==> config.mk <==
export PLATFORM = sky130hd
export DESIGN_NAME = seg7_scan_driver
export DESIGN_NICKNAME = d
export VERILOG_FILES = /design/src/rtl/seg7_scan_driver.sv
export SDC_FILE = /design/constraint.sdc
export NUM_CORES = 1
export LEC_CHECK = 0
export CAP_MARGIN = 25
export CORE_MARGIN = 3
export CORE_UTILIZATION = 53
export CTS_CLUSTER_SIZE = 40
export DETAILED_ROUTE_END_ITERATION = 8
export GPL_ROUTABILITY_DRIVEN = 0
export GPL_TIMING_DRIVEN = 0
export PLACE_DENSITY_LB_ADDON = 0.2
export RECOVER_POWER = 100
export SETUP_SLACK_MARGIN = 0.1
export SLEW_MARGIN = 20
export SYNTH_ARGS = -nofsm -noshare
export SYNTH_HDL_FRONTEND = slang
export SYNTH_SLANG_ARGS = --single-unit
export TNS_END_PERCENT = 5
==> constraint.sdc <==
create_clock -name clk -period 9.6 [get_ports clk]
set_clock_uncertainty 0.1 [all_clocks]
set_input_delay 1.44 -clock clk [delete_from_list [all_inputs] [get_ports clk]]
set_output_delay 1.44 -clock clk [all_outputs]
set_load 0.05 [all_outputs]
==> src/rtl/seg7_scan_driver.sv <==
// ---------------------------------------------------------------------------
// seg7_scan_driver
//
// Time-multiplexed hex display driver for NUM_DIGITS common-anode digits.
// It generates its own scan timing. A prescaler (phase) divides clk into
// digit slots of SCAN_DIV cycles, and scan_idx walks the digits 0..N-1.
// Each digit can be enabled or disabled and can light its decimal point.
// Leading zeros can be blanked. Brightness is set by PWM inside each slot.
//
// Ports
//   clk        : system clock, rising edge
//   rst        : synchronous, active-high reset
//   en         : 1 = scan and display; 0 = freeze scan and blank the display
//   value      : packed hex; digit i = value[4*(N-1-i) +: 4]
//                (digit 0 is the leftmost, most significant digit)
//   digit_en   : bit i = 1 enables digit i
//   dp         : bit i = 1 lights the decimal point of digit i
//   lz_blank   : 1 = blank leading zero digits (the last digit is never blanked)
//   brightness : 0 = dark ... all-ones = full on
//   seg[0:6]   : segments a..g, active low, seg[0] = a
//   dp_n       : decimal point, active low
//   anode      : active low; digit i drives anode[N-1-i]
//   scan_idx   : digit that currently owns the slot
//   frame_tick : 1-cycle pulse in the cycle after scan_idx wraps N-1 -> 0
//
// seg, dp_n and anode are registered. Each one shows the scan state and
// the inputs from the previous cycle. No handshake is involved: the outputs
// are a free-running level interface that is valid in every cycle after
// reset.
// ---------------------------------------------------------------------------
module seg7_scan_driver #(
    parameter int NUM_DIGITS = 4,
    parameter int SCAN_DIV   = 100000,
    parameter int BRIGHT_W   = 3
) (
    input  logic                          clk,
    input  logic                          rst,
    input  logic                          en,
    input  logic [4*NUM_DIGITS-1:0]       value,
    input  logic [NUM_DIGITS-1:0]         digit_en,
    input  logic [NUM_DIGITS-1:0]         dp,
    input  logic                          lz_blank,
    input  logic [BRIGHT_W-1:0]           brightness,
    output logic [0:6]                    seg,
    output logic                          dp_n,
    output logic [NUM_DIGITS-1:0]         anode,
    output logic [$clog2(NUM_DIGITS)-1:0] scan_idx,
    output logic                          frame_tick
);

    localparam int IDX_W = $clog2(NUM_DIGITS);
    localparam int PH_W  = $clog2(SCAN_DIV);

    localparam logic [IDX_W-1:0] LAST_IDX = IDX_W'(NUM_DIGITS - 1);
    localparam logic [PH_W-1:0]  LAST_PH  = PH_W'(SCAN_DIV - 1);
    // Width of one brightness step in phase counts.
    localparam logic [31:0]      STEP     = 32'(SCAN_DIV >> BRIGHT_W);

    logic [PH_W-1:0] phase;

    // Values for the digit that owns the current slot.
    logic [3:0]            cur_nib;
    logic                  cur_den;
    logic                  cur_dp;
    logic                  zero_acc;
    logic                  zero_run;
    logic                  blanked;
    logic                  pwm_on;
    logic                  lit;
    logic [0:6]            next_seg;
    logic                  next_dp_n;
    logic [NUM_DIGITS-1:0] next_anode;

    function automatic logic [0:6] decode(input logic [3:0] nib);
        logic [0:6] s;
        case (nib)
            4'h0:    s = 7'b0000001;
            4'h1:    s = 7'b1001111;
            4'h2:    s = 7'b0010010;
            4'h3:    s = 7'b0000110;
            4'h4:    s = 7'b1001100;
            4'h5:    s = 7'b0100100;
            4'h6:    s = 7'b0100000;
            4'h7:    s = 7'b0001111;
            4'h8:    s = 7'b0000000;
            4'h9:    s = 7'b0000100;
            4'hA:    s = 7'b0001000;
            4'hB:    s = 7'b1100000;
            4'hC:    s = 7'b0110001;
            4'hD:    s = 7'b1000010;
            4'hE:    s = 7'b0110000;
            default: s = 7'b0111000;
        endcase
        return s;
    endfunction

    // Select the active digit's nibble and flags. The same loop builds a
    // running "all nibbles so far are zero" flag. At the active digit k this
    // flag tells whether digits 0..k are all zero, which decides leading-zero
    // blanking. digit_en plays no part in that test.
    always_comb begin
        cur_nib  = 4'h0;
        cur_den  = 1'b0;
        cur_dp   = 1'b0;
        zero_run = 1'b0;
        zero_acc = 1'b1;
        for (int i = 0; i < NUM_DIGITS; i++) begin
            zero_acc = zero_acc & (value[4*(NUM_DIGITS-1-i) +: 4] == 4'h0);
            if (scan_idx == IDX_W'(i)) begin
                cur_nib  = value[4*(NUM_DIGITS-1-i) +: 4];
                cur_den  = digit_en[i];
                cur_dp   = dp[i];
                zero_run = zero_acc;
            end
        end
    end

    // PWM: full brightness covers the whole slot. Any other level lights the
    // digit for the first brightness*STEP phases, so level 0 is always dark.
    always_comb begin
        if (brightness == {BRIGHT_W{1'b1}}) begin
            pwm_on = 1'b1;
        end else begin
            pwm_on = (32'(phase) < (32'(brightness) * STEP));
        end
    end

    assign blanked = lz_blank && (scan_idx != LAST_IDX) && zero_run;
    assign lit     = cur_den && !blanked && pwm_on;

    // At most one anode bit goes low, and only when the active digit is lit.
    always_comb begin
        next_anode = '1;
        next_seg   = 7'b1111111;
        next_dp_n  = 1'b1;
        if (lit) begin
            next_seg  = decode(cur_nib);
            next_dp_n = ~cur_dp;
            for (int i = 0; i < NUM_DIGITS; i++) begin
                if (scan_idx == IDX_W'(i)) begin
                    next_anode[NUM_DIGITS-1-i] = 1'b0;
                end
            end
        end
    end

    always_ff @(posedge clk) begin
        if (rst) begin
            phase      <= '0;
            scan_idx   <= '0;
            frame_tick <= 1'b0;
            seg        <= 7'b1111111;
            dp_n       <= 1'b1;
            anode      <= '1;
        end else if (en) begin
            // frame_tick is set on the same edge that wraps scan_idx to 0.
            frame_tick <= (phase == LAST_PH) && (scan_idx == LAST_IDX);
            if (phase == LAST_PH) begin
                phase    <= '0;
                scan_idx <= (scan_idx == LAST_IDX) ? '0 : scan_idx + 1'b1;
            end else begin
                phase <= phase + 1'b1;
            end
            seg   <= next_seg;
            dp_n  <= next_dp_n;
            anode <= next_anode;
        end else begin
            // Frozen: keep the scan position, blank the display.
            frame_tick <= 1'b0;
            seg        <= 7'b1111111;
            dp_n       <= 1'b1;
            anode      <= '1;
        end
    end

endmodule

# Word level (Yosys, flattened, before mapping)

Memories as Yosys holds them, arrays and structs flattened. A register that Yosys moved wholly into a read port is not among the register bits.
Cells that the tools add are included.
W data, S select, Z words.

Add/sub/neg operators: 2
$mul: 1
$lt $le $gt $ge: 1
Equal/unequal tests: 6
Mux-type cells: 23
Bitwise operators: 6
Reduce and logical (&&, ||, !) cells: 14

Operator list:

| kind                    | number |
|---|---|
| $add A17 B1 Y17 const B | 1 |
| $eq A17 B17 Y1 const B  | 1 |
| $lt A17 B17 Y1          | 1 |
| $mux W1                 | 17 |
| $mux W17                | 1 |
| $logic_not A4 Y1        | 4 |
| $mux W4                 | 4 |
| $mul A3 B12 Y15 const B | 1 |
| $logic_and A1 B1 Y1     | 5 |
| $eq A2 B2 Y1 const B    | 2 |
| $and A1 B1 Y1           | 3 |
| $eq A3 B3 Y1 const B    | 1 |
| $not A1 Y1              | 3 |
| $reduce_or A3 Y1        | 1 |
| $add A2 B1 Y2 const B   | 1 |
| $eq A2 B1 Y1 const B    | 1 |
| $logic_not A2 Y1        | 1 |
| $mux W2                 | 1 |
| $ne A2 B2 Y1 const B    | 1 |
| $reduce_and A2 Y1       | 1 |
| $reduce_or A2 Y1        | 1 |
| $logic_not A1 Y1        | 1 |

Flip-flop bits (word level): 25
ROM bits: 112
Output and inout port bits: 15
Memories kept: 1

Memory list:

| memory           | words | bits a word | rd ports | clocked after memory_dff | write ports | RTL line | source |
|---|---|---|---|---|---|---|---|
| (name not given) | 16    | 7           | 1        | 1                        | 0           | 76       | `case (nib)` |

# Depth between registers and ports, before layout

Gate-level depths: netlist of run 1.

Word-level depth: 11
Gate-level depth with buffers: 16
Mapped depth without buffers: 15

# Worst setup path after synthesis of run 1

No wires, ideal clock.

Path kind: input to register
Start point: input brightness[0]
End point: register seg[5] (netlist name)
Setup time: 0.145 ns
Arrival: 3.949 ns
Required time: 9.355 ns
Setup slack: 5.407 ns
Cell stages on the path: 16
Path through: ha_1 -> ha_1 -> ha_1 -> nor2b_1 -> o21ai_0 -> o21ai_0 -> a21oi_1 -> xor2_1 -> ha_1 -> a211o_1 -> a21oi_1 -> o22ai_1 -> a211o_2 -> a21oi_2 -> buf_6 -> o221ai_1

Longest elaborated chain between the ends: 6
Elaborated cells between the ends (all ways): 7

RTL lines:

| what                                | RTL line | source |
|---|---|---|
| from (decl)                         | 43       | `input logic [BRIGHT_W-1:0] brightness,` |
| $mul A3 B12 Y15                     | 124      | `pwm_on = (32'(phase) < (32'(brightness) * STEP));` |
| $lt A17 B17 Y1                      | 124      |  |
| $mux W1 *                           | 121      | `if (brightness == {BRIGHT_W{1'b1}}) begin` |
| $logic_and A1 B1 Y1 *               | 129      | `assign lit = cur_den && !blanked && pwm_on;` |
| $not A1 Y1 (no source line) *       | --       |  |
| $reduce_or A3 Y1 (no source line) * | --       |  |
| to (decl)                           | 44       | `output logic [0:6] seg,` |

Mark *: on every way between the ends. The rest lies on a longest branch, timed or not.
A chain may end at the register's enable or synchronous reset.

# Worst setup path in the final report of run 1

Start point: input brightness[0]
End point: register seg[1] (netlist name)

The elaborated chain is that of the path after synthesis.

==> metrics.txt, run 1 <==
# TYPE chip_impl_metric gauge
chip_impl_metric{name="initialDrtViolationCount",unit=""} 126
chip_impl_metric{name="yosysSeqAreaShare",unit="%"} 28.65
chip_impl_metric{name="power_density",unit="nW/um^2"} 107.8
chip_impl_metric{name="final_number_of_hold_violating_endpoints",unit=""} 0
chip_impl_metric{name="synth_edf_count",unit=""} 0
chip_impl_metric{name="grt_pass1_wl",unit="um"} 8714
chip_impl_info{name="worst_path_max_delay_cell",value="dlygate4sd3_1"} 1
chip_impl_metric{name="io_buffer_count",unit=""} 44
chip_impl_metric{name="tns",unit="ps"} 0
chip_impl_metric{name="max_cap_violations",unit=""} 0
chip_impl_metric{name="clk_latency_worst_skew_pair",unit="ps"} 280
chip_impl_metric{name="post_synth_num_cell_types",unit=""} 48
chip_impl_metric{name="design.portCount",unit=""} 46
chip_impl_metric{name="placeable_core_region",unit="sq um"} 3854
chip_impl_metric{name="drt-pass1-iter-count",unit=""} 4
chip_impl_info{name="crit_path_cell_trace",value="dlygate4sd3_1 -> ha_1 -> ha_1 -> ha_1 -> nor2b_1 -> o21ai_0 -> o21ai_0 -> a21oi_1 -> xor2_1 -> ha_1 -> a211o_1 -> a21oi_1 -> o22ai_1 -> a211o_2 -> a21oi_1 -> clkbuf_1 -> o221ai_1"} 1
chip_impl_metric{name="multi_input_area",unit="sq um"} 1465
chip_impl_metric{name="yosysWarnings",unit=""} 0
chip_impl_metric{name="synth_top_cell_area_share",unit="%"} 28.65
chip_impl_metric{name="cp_max_fo",unit=""} 10
chip_impl_metric{name="path_clk_slew",unit="ps"} 70
chip_impl_metric{name="cellLeakagePower",unit="nW"} 1.162
chip_impl_metric{name="drc",unit=""} 0
chip_impl_metric{name="dieArea",unit="sq um"} 5034
chip_impl_metric{name="post_cts.resized_instances",unit=""} 0
chip_impl_metric{name="first_global_vias",unit=""} 1970
chip_impl_info{name="most-common-layout-cells",value="dfxtp_1 (32), ha_1 (31), nor2_1 (27), clkdlybuf4s50_1 (27), nand2_1 (25)"} 1
chip_impl_metric{name="report.final.setup_viol",unit=""} 0
chip_impl_metric{name="slowest_delay",unit="ps"} 640
chip_impl_metric{name="antenna_found_initial",unit=""} 0
chip_impl_metric{name="dp_slack",unit="ps"} 4484
chip_impl_metric{name="cts_sinks",unit=""} 32
chip_impl_metric{name="postSynthAreaPerCell",unit="sq um"} 8.437
chip_impl_metric{name="hpwl",unit="um"} 4051
chip_impl_metric{name="detail_route.wirelength",unit="um"} 5120
chip_impl_metric{name="htree_levels",unit=""} 2
chip_impl_metric{name="final_min_period_over_clock_period",unit="%"} 55.46
chip_impl_info{name="commonest_register_cell_after_synthesis",value="dfxtp_1"} 1
chip_impl_metric{name="routed_length_per_instance",unit="um"} 14.03
chip_impl_info{name="cts_tree",value="yes"} 1
chip_impl_metric{name="die_span_in_y",unit="um"} 70.95
chip_impl_metric{name="finalCoreUtilization",unit="%"} 72.99
chip_impl_info{name="critical_path_class",value="primary input to register"} 1
chip_impl_metric{name="relSlewSlack",unit="%"} 54.43
chip_impl_info{name="worst_setup_path_start_kind",value="primary input"} 1
chip_impl_metric{name="synth-seq-cells",unit=""} 32
chip_impl_metric{name="finalMaxSlewViolations",unit=""} 0
chip_impl_metric{name="cp.required",unit="ps"} 9620
chip_impl_metric{name="cts_setup_buffers",unit=""} 0
chip_impl_metric{name="drtAntennaViolNets",unit=""} 0
chip_impl_metric{name="final.fill_count",unit=""} 316
chip_impl_metric{name="worstPathBufferInverterCount",unit=""} 2
chip_impl_info{name="rsz0062_at_grt",value="false"} 1
chip_impl_metric{name="cts_max_path_buffers",unit=""} 2
chip_impl_metric{name="mappedNetlistNets",unit=""} 327
chip_impl_metric{name="cts_made_buffers",unit=""} 5
chip_impl_info{name="mostFrequentLayoutCell",value="dfxtp_1"} 1
chip_impl_metric{name="max-vdd-ir-drop",unit="mV"} 0.08579
chip_impl_metric{name="tightestPinTransition",unit="ps"} 666.4
chip_impl_metric{name="seqCellArea",unit="sq um"} 640.6
chip_impl_metric{name="fp.dieW",unit="um"} 70.95
chip_impl_metric{name="rows",unit=""} 22
chip_impl_metric{name="syn2layout_area_growth",unit="%"} 25.80
chip_impl_metric{name="synth.cell_area",unit="sq um"} 2236
chip_impl_metric{name="max_freq",unit="MHz"} 187.8
chip_impl_metric{name="n_diodes",unit=""} 0
chip_impl_info{name="synthDominantAreaCellType",value="dfxtp_1"} 1
chip_impl_info{name="root_buffer",value="clkbuf_8"} 1
chip_impl_metric{name="grt_util_all_layers",unit="%"} 21.10
chip_impl_metric{name="cts.hold.buffers_added",unit=""} 0
chip_impl_info{name="result_of_the_run",value="finished clean"} 1
chip_impl_metric{name="grt_max_degree",unit=""} 11
chip_impl_metric{name="initial_core_util",unit="%"} 58.02
chip_impl_info{name="cp_common_cell",value="ha_1"} 1
chip_impl_info{name="crit_end_element",value="register"} 1
chip_impl_metric{name="critical_path_arrival",unit="ps"} 5340
chip_impl_metric{name="detail_route.vias_per_cell",unit=""} 5.567
chip_impl_metric{name="synthesized_instance_count",unit=""} 265
chip_impl_metric{name="grt_overflow",unit=""} 0
chip_impl_metric{name="finalCriticalPeriod",unit="ps"} 5324
chip_impl_info{name="critical-path-top-delay-family",value="compound AO/OA/AOI/OAI gates"} 1
chip_impl_metric{name="finish.net_count",unit=""} 378
chip_impl_metric{name="detailroute.via_count",unit=""} 2032
chip_impl_metric{name="synthArstFlopShare",unit="%"} 0
chip_impl_metric{name="drive_gt1_share",unit="%"} 4.416
chip_impl_info{name="min-delay-path-class",value="register to register"} 1
chip_impl_info{name="post_synth_main_area_contributors",value="dfxtp_1 (29%), ha_1 (17%), xor2_1 (4.7%)"} 1
chip_impl_metric{name="setup_slack",unit="ps"} 4276
worst min-delay path, stage by stage (launching register included):
cell and delay (ps):
dfxtp_1 320, nand2b_1 70, a21oi_1 60
worst paths after layout:
path | from | to | slack, ps | cells after the start
hold / removal | phase[1] | phase[1] | 390 | 2
setup reg to reg | scan_idx[0] | seg[0] | 6780 | 11
hold reg to reg | phase[1] | phase[1] | 390 | 2
setup / recovery | brightness[0] | seg[1] | 4280 | 17
layer usage:
metal	part of all wire, %	wire length [um]	track usage (%)
met5	0	0	0
met4	0.66	34	4.802
met3	5.3	273	5.540
met2	47	2407	35.32
met1	47	2405	27.21
stage by stage:
step	cells	area, sq um	total power, mW	hold WS (ps)
finish	365	2813	0.3032	392.9
global route	365	2813	0.3187	415.0
detailed placement	357	2736	0.1999	382.1
floorplan	265	2236	0.1761	366.4
CTS	365	2826	0.3058	393.5
global placement	357	2736	0.1982	376.0
cells by family after synthesis:
logic type | count (synthesis) | share of synthesized area, %
AND/OR/NAND/NOR | 97 | 21.82
AO/OA/AOI/OAI | 51 | 15.67
flip-flops | 32 | 28.65
adder cells (fa/ha/maj) | 31 | 17.35
buffers and inverters | 27 | 5.651
XOR/XNOR | 22 | 8.618
multiplexers | 5 | 2.238
final cells by class:
class                      count  share of cell area [%]
multi-input combinational    206                   52.09
sequential                    32                   22.78
timing repair buffer          44                   15.66
clock buffer                   8                   3.203
inverter                      18                   2.402
tap                           48                   2.135
buffer                         9                   1.735
Yosys cell counts, types with 5 or more instances:
cell type / instances
o221ai_1: 5
a21oi_1: 13
o21ai_0: 9
ha_1: 31
nor2_1: 27
buf_2: 5
xor2_1: 12
dfxtp_1: 32
nand3_1: 8
inv_1: 18
xnor2_1: 10
mux2i_1: 5
nand4_1: 6
nand2_1: 25
state kept, by name, summed over array words and instances, names as in the netlist:
| signal | count |
|---|---|
| anode | 4 |
| phase | 17 |
| scan_idx | 2 |
| dp_n | 1 |
| seg | 7 |
| frame_tick | 1 |
where the power goes:
part	switching, mW	internal, mW	total, mW
combinational	0.0313	0.0281	0.0595
sequential	0.00103	0.135	0.136
clock	0.0490	0.0585	0.108
total	0.0814	0.222	0.303
No activity file was read; power rests on OpenSTA's default activity.
==> inputs of run 2 (changes only) <==
Settings changed: CORE_UTILIZATION 53 to 47.
Clock period 9.6 ns to 4.34 ns, I/O delays scaled along.
==> metrics.txt, run 2 (synthesis results as in run 1) <==
# TYPE chip_impl_metric gauge
chip_impl_info{name="result_of_the_run",value="finished clean"} 1
chip_impl_metric{name="grt_util_all_layers",unit="%"} 18.62
chip_impl_metric{name="initial_core_util",unit="%"} 49.97
chip_impl_metric{name="routed_length_per_instance",unit="um"} 13.36
chip_impl_metric{name="max-vdd-ir-drop",unit="mV"} 0.1869
chip_impl_metric{name="finalCoreUtilization",unit="%"} 63.23
chip_impl_metric{name="first_global_vias",unit=""} 1833
chip_impl_metric{name="final_number_of_hold_violating_endpoints",unit=""} 0
chip_impl_metric{name="antenna_found_initial",unit=""} 0
chip_impl_info{name="critical_path_class",value="primary input to register"} 1
chip_impl_info{name="rsz0062_at_grt",value="false"} 1
chip_impl_metric{name="n_diodes",unit=""} 0
chip_impl_info{name="mostFrequentLayoutCell",value="dfxtp_1"} 1
chip_impl_metric{name="cellLeakagePower",unit="nW"} 1.167
chip_impl_metric{name="report.final.setup_viol",unit=""} 0
chip_impl_metric{name="cts_max_path_buffers",unit=""} 2
chip_impl_metric{name="design.portCount",unit=""} 46
chip_impl_metric{name="path_clk_slew",unit="ps"} 70
chip_impl_metric{name="grt_max_degree",unit=""} 11
chip_impl_metric{name="final_area",unit="sq um"} 2829
chip_impl_metric{name="drc",unit=""} 0
chip_impl_metric{name="tns",unit="ps"} 0
chip_impl_metric{name="multi_input_area",unit="sq um"} 1469
chip_impl_metric{name="cts_made_buffers",unit=""} 5
chip_impl_metric{name="hpwl",unit="um"} 3906
chip_impl_metric{name="cp_max_fo",unit=""} 10
chip_impl_info{name="top_regs",value="phase (17), seg (7), anode (4)"} 1
chip_impl_metric{name="relSlewSlack",unit="%"} 50.44
chip_impl_metric{name="finalCriticalPeriod",unit="ps"} 3936
chip_impl_info{name="crit_end_element",value="register"} 1
chip_impl_metric{name="placedInstanceArea",unit="sq um"} 2741
chip_impl_metric{name="syn2layout_area_growth",unit="%"} 26.52
chip_impl_metric{name="dieArea",unit="sq um"} 5621
chip_impl_metric{name="final.fill_count",unit=""} 404
chip_impl_metric{name="power_density",unit="nW/um^2"} 236.4
chip_impl_metric{name="drive_gt1_share",unit="%"} 5.047
chip_impl_info{name="cts_tree",value="yes"} 1
chip_impl_metric{name="cts.hold.buffers_added",unit=""} 0
chip_impl_metric{name="die_span_in_y",unit="um"} 74.97
chip_impl_metric{name="clk_latency_worst_skew_pair",unit="ps"} 280
chip_impl_metric{name="critical_path_arrival",unit="ps"} 3980
chip_impl_metric{name="detail_route.wirelength",unit="um"} 4928
chip_impl_metric{name="largest_register_ffs",unit=""} 17
chip_impl_metric{name="grt_pass1_wl",unit="um"} 8155
chip_impl_metric{name="final_min_period_over_clock_period",unit="%"} 90.70
chip_impl_metric{name="cp.required",unit="ps"} 4380
chip_impl_metric{name="total_chip_power",unit="mW"} 0.6688
chip_impl_metric{name="setup_slack",unit="ps"} 403.6
chip_impl_metric{name="grt_overflow",unit=""} 0
chip_impl_metric{name="drtAntennaViolNets",unit=""} 0
chip_impl_info{name="max_flop_register",value="phase"} 1
chip_impl_metric{name="rows",unit=""} 24
chip_impl_metric{name="finish.net_count",unit=""} 378
chip_impl_metric{name="htree_levels",unit=""} 2
chip_impl_info{name="most-common-layout-cells",value="dfxtp_1 (32), ha_1 (31), clkdlybuf4s50_1 (28)"} 1
chip_impl_metric{name="max_cap_violations",unit=""} 0
chip_impl_metric{name="drt-pass1-iter-count",unit=""} 4
chip_impl_metric{name="io_buffer_count",unit=""} 44
chip_impl_metric{name="dp_slack",unit="ps"} 75.71
chip_impl_metric{name="detail_route.vias_per_cell",unit=""} 5.423
chip_impl_metric{name="detailroute.via_count",unit=""} 2001
chip_impl_metric{name="post_cts.resized_instances",unit=""} 0
chip_impl_info{name="root_buffer",value="clkbuf_8"} 1
chip_impl_metric{name="tightestPinTransition",unit="ps"} 724.7
chip_impl_metric{name="max_freq",unit="MHz"} 254.0
chip_impl_metric{name="cts_sinks",unit=""} 32
chip_impl_metric{name="initialDrtViolationCount",unit=""} 62
chip_impl_metric{name="fp.dieW",unit="um"} 74.97
chip_impl_metric{name="placeable_core_region",unit="sq um"} 4474
chip_impl_info{name="worst_setup_path_start_kind",value="primary input"} 1
chip_impl_metric{name="cts_setup_buffers",unit=""} 0
chip_impl_metric{name="seqCellArea",unit="sq um"} 640.6
chip_impl_metric{name="finalMaxSlewViolations",unit=""} 0
chip_impl_info{name="min-delay-path-class",value="register to register"} 1
## run 2: cell count changes in the layout (fill, tap and decap cells not counted), sizes merged
cell,delta
dlygate4sd3,-1
buf,+1
clkdlybuf4s50,+1
clkbuf,-1
## run 2: worst max-delay path, stage by stage
cell and delay [ps]:
clkdlybuf4s50_1 510, ha_1 310, ha_1 220, ha_1 220, nor2b_1 130, o21ai_0 130, o21ai_0 110, a21oi_1 180
xor2_1 90, ha_1 180, a211o_1 280, a21oi_1 160, o22ai_1 90, a211o_2 300, a21oi_2 160, buf_6 160
o221ai_1 110
## run 2: cell type report
cell class                      instances  share of cell area [%]
Sequential cell                        32                   22.64
Buffer                                  9                   1.990
Tap cell                               52                   2.300
Multi-Input combinational cell        206                   51.92
Timing Repair Buffer                   44                   15.57
Inverter                               18                   2.388
Clock buffer                            8                   3.184
## run 2: power breakdown
part	switching (mW)	internal [mW]	total [mW]
clock	0.107	0.129	0.236
combinational	0.0682	0.0630	0.131
sequential	0.00232	0.299	0.302
total	0.177	0.491	0.669
## run 2: metal layers
metal / global-route usage, % / share of wire [%] / vias to the layer above
met5: 0 / 0 / -
met4: 4.743 / 0.93 / 0
met3: 4.272 / 4.7 / 7
met2: 27.76 / 46 / 36
met1: 27.04 / 48 / 908
li1: - / - / 1050
## run 2: worst paths after layout
kind	from	endpoint	slack (ps)	cells after the start
worst min-delay path	phase[1]	phase[1]	400	2
worst max register to register	scan_idx[0]	seg[0]	1510	11
worst min register to register	phase[1]	phase[1]	400	2
worst max-delay path	brightness[0]	seg[5]	400	17
## run 2: per-stage QoR
| stage | hold slack, ps | instances |
|---|---|---|
| 2_1_floorplan | 366.4 | 265 |
| 3_3_place_gp | 374.5 | 361 |
| 3_5_place_dp | 382.0 | 361 |
| 4_1_cts | 392.5 | 369 |
| 5_1_grt | 438.7 | 369 |
| 6_report | 400.2 | 369 |
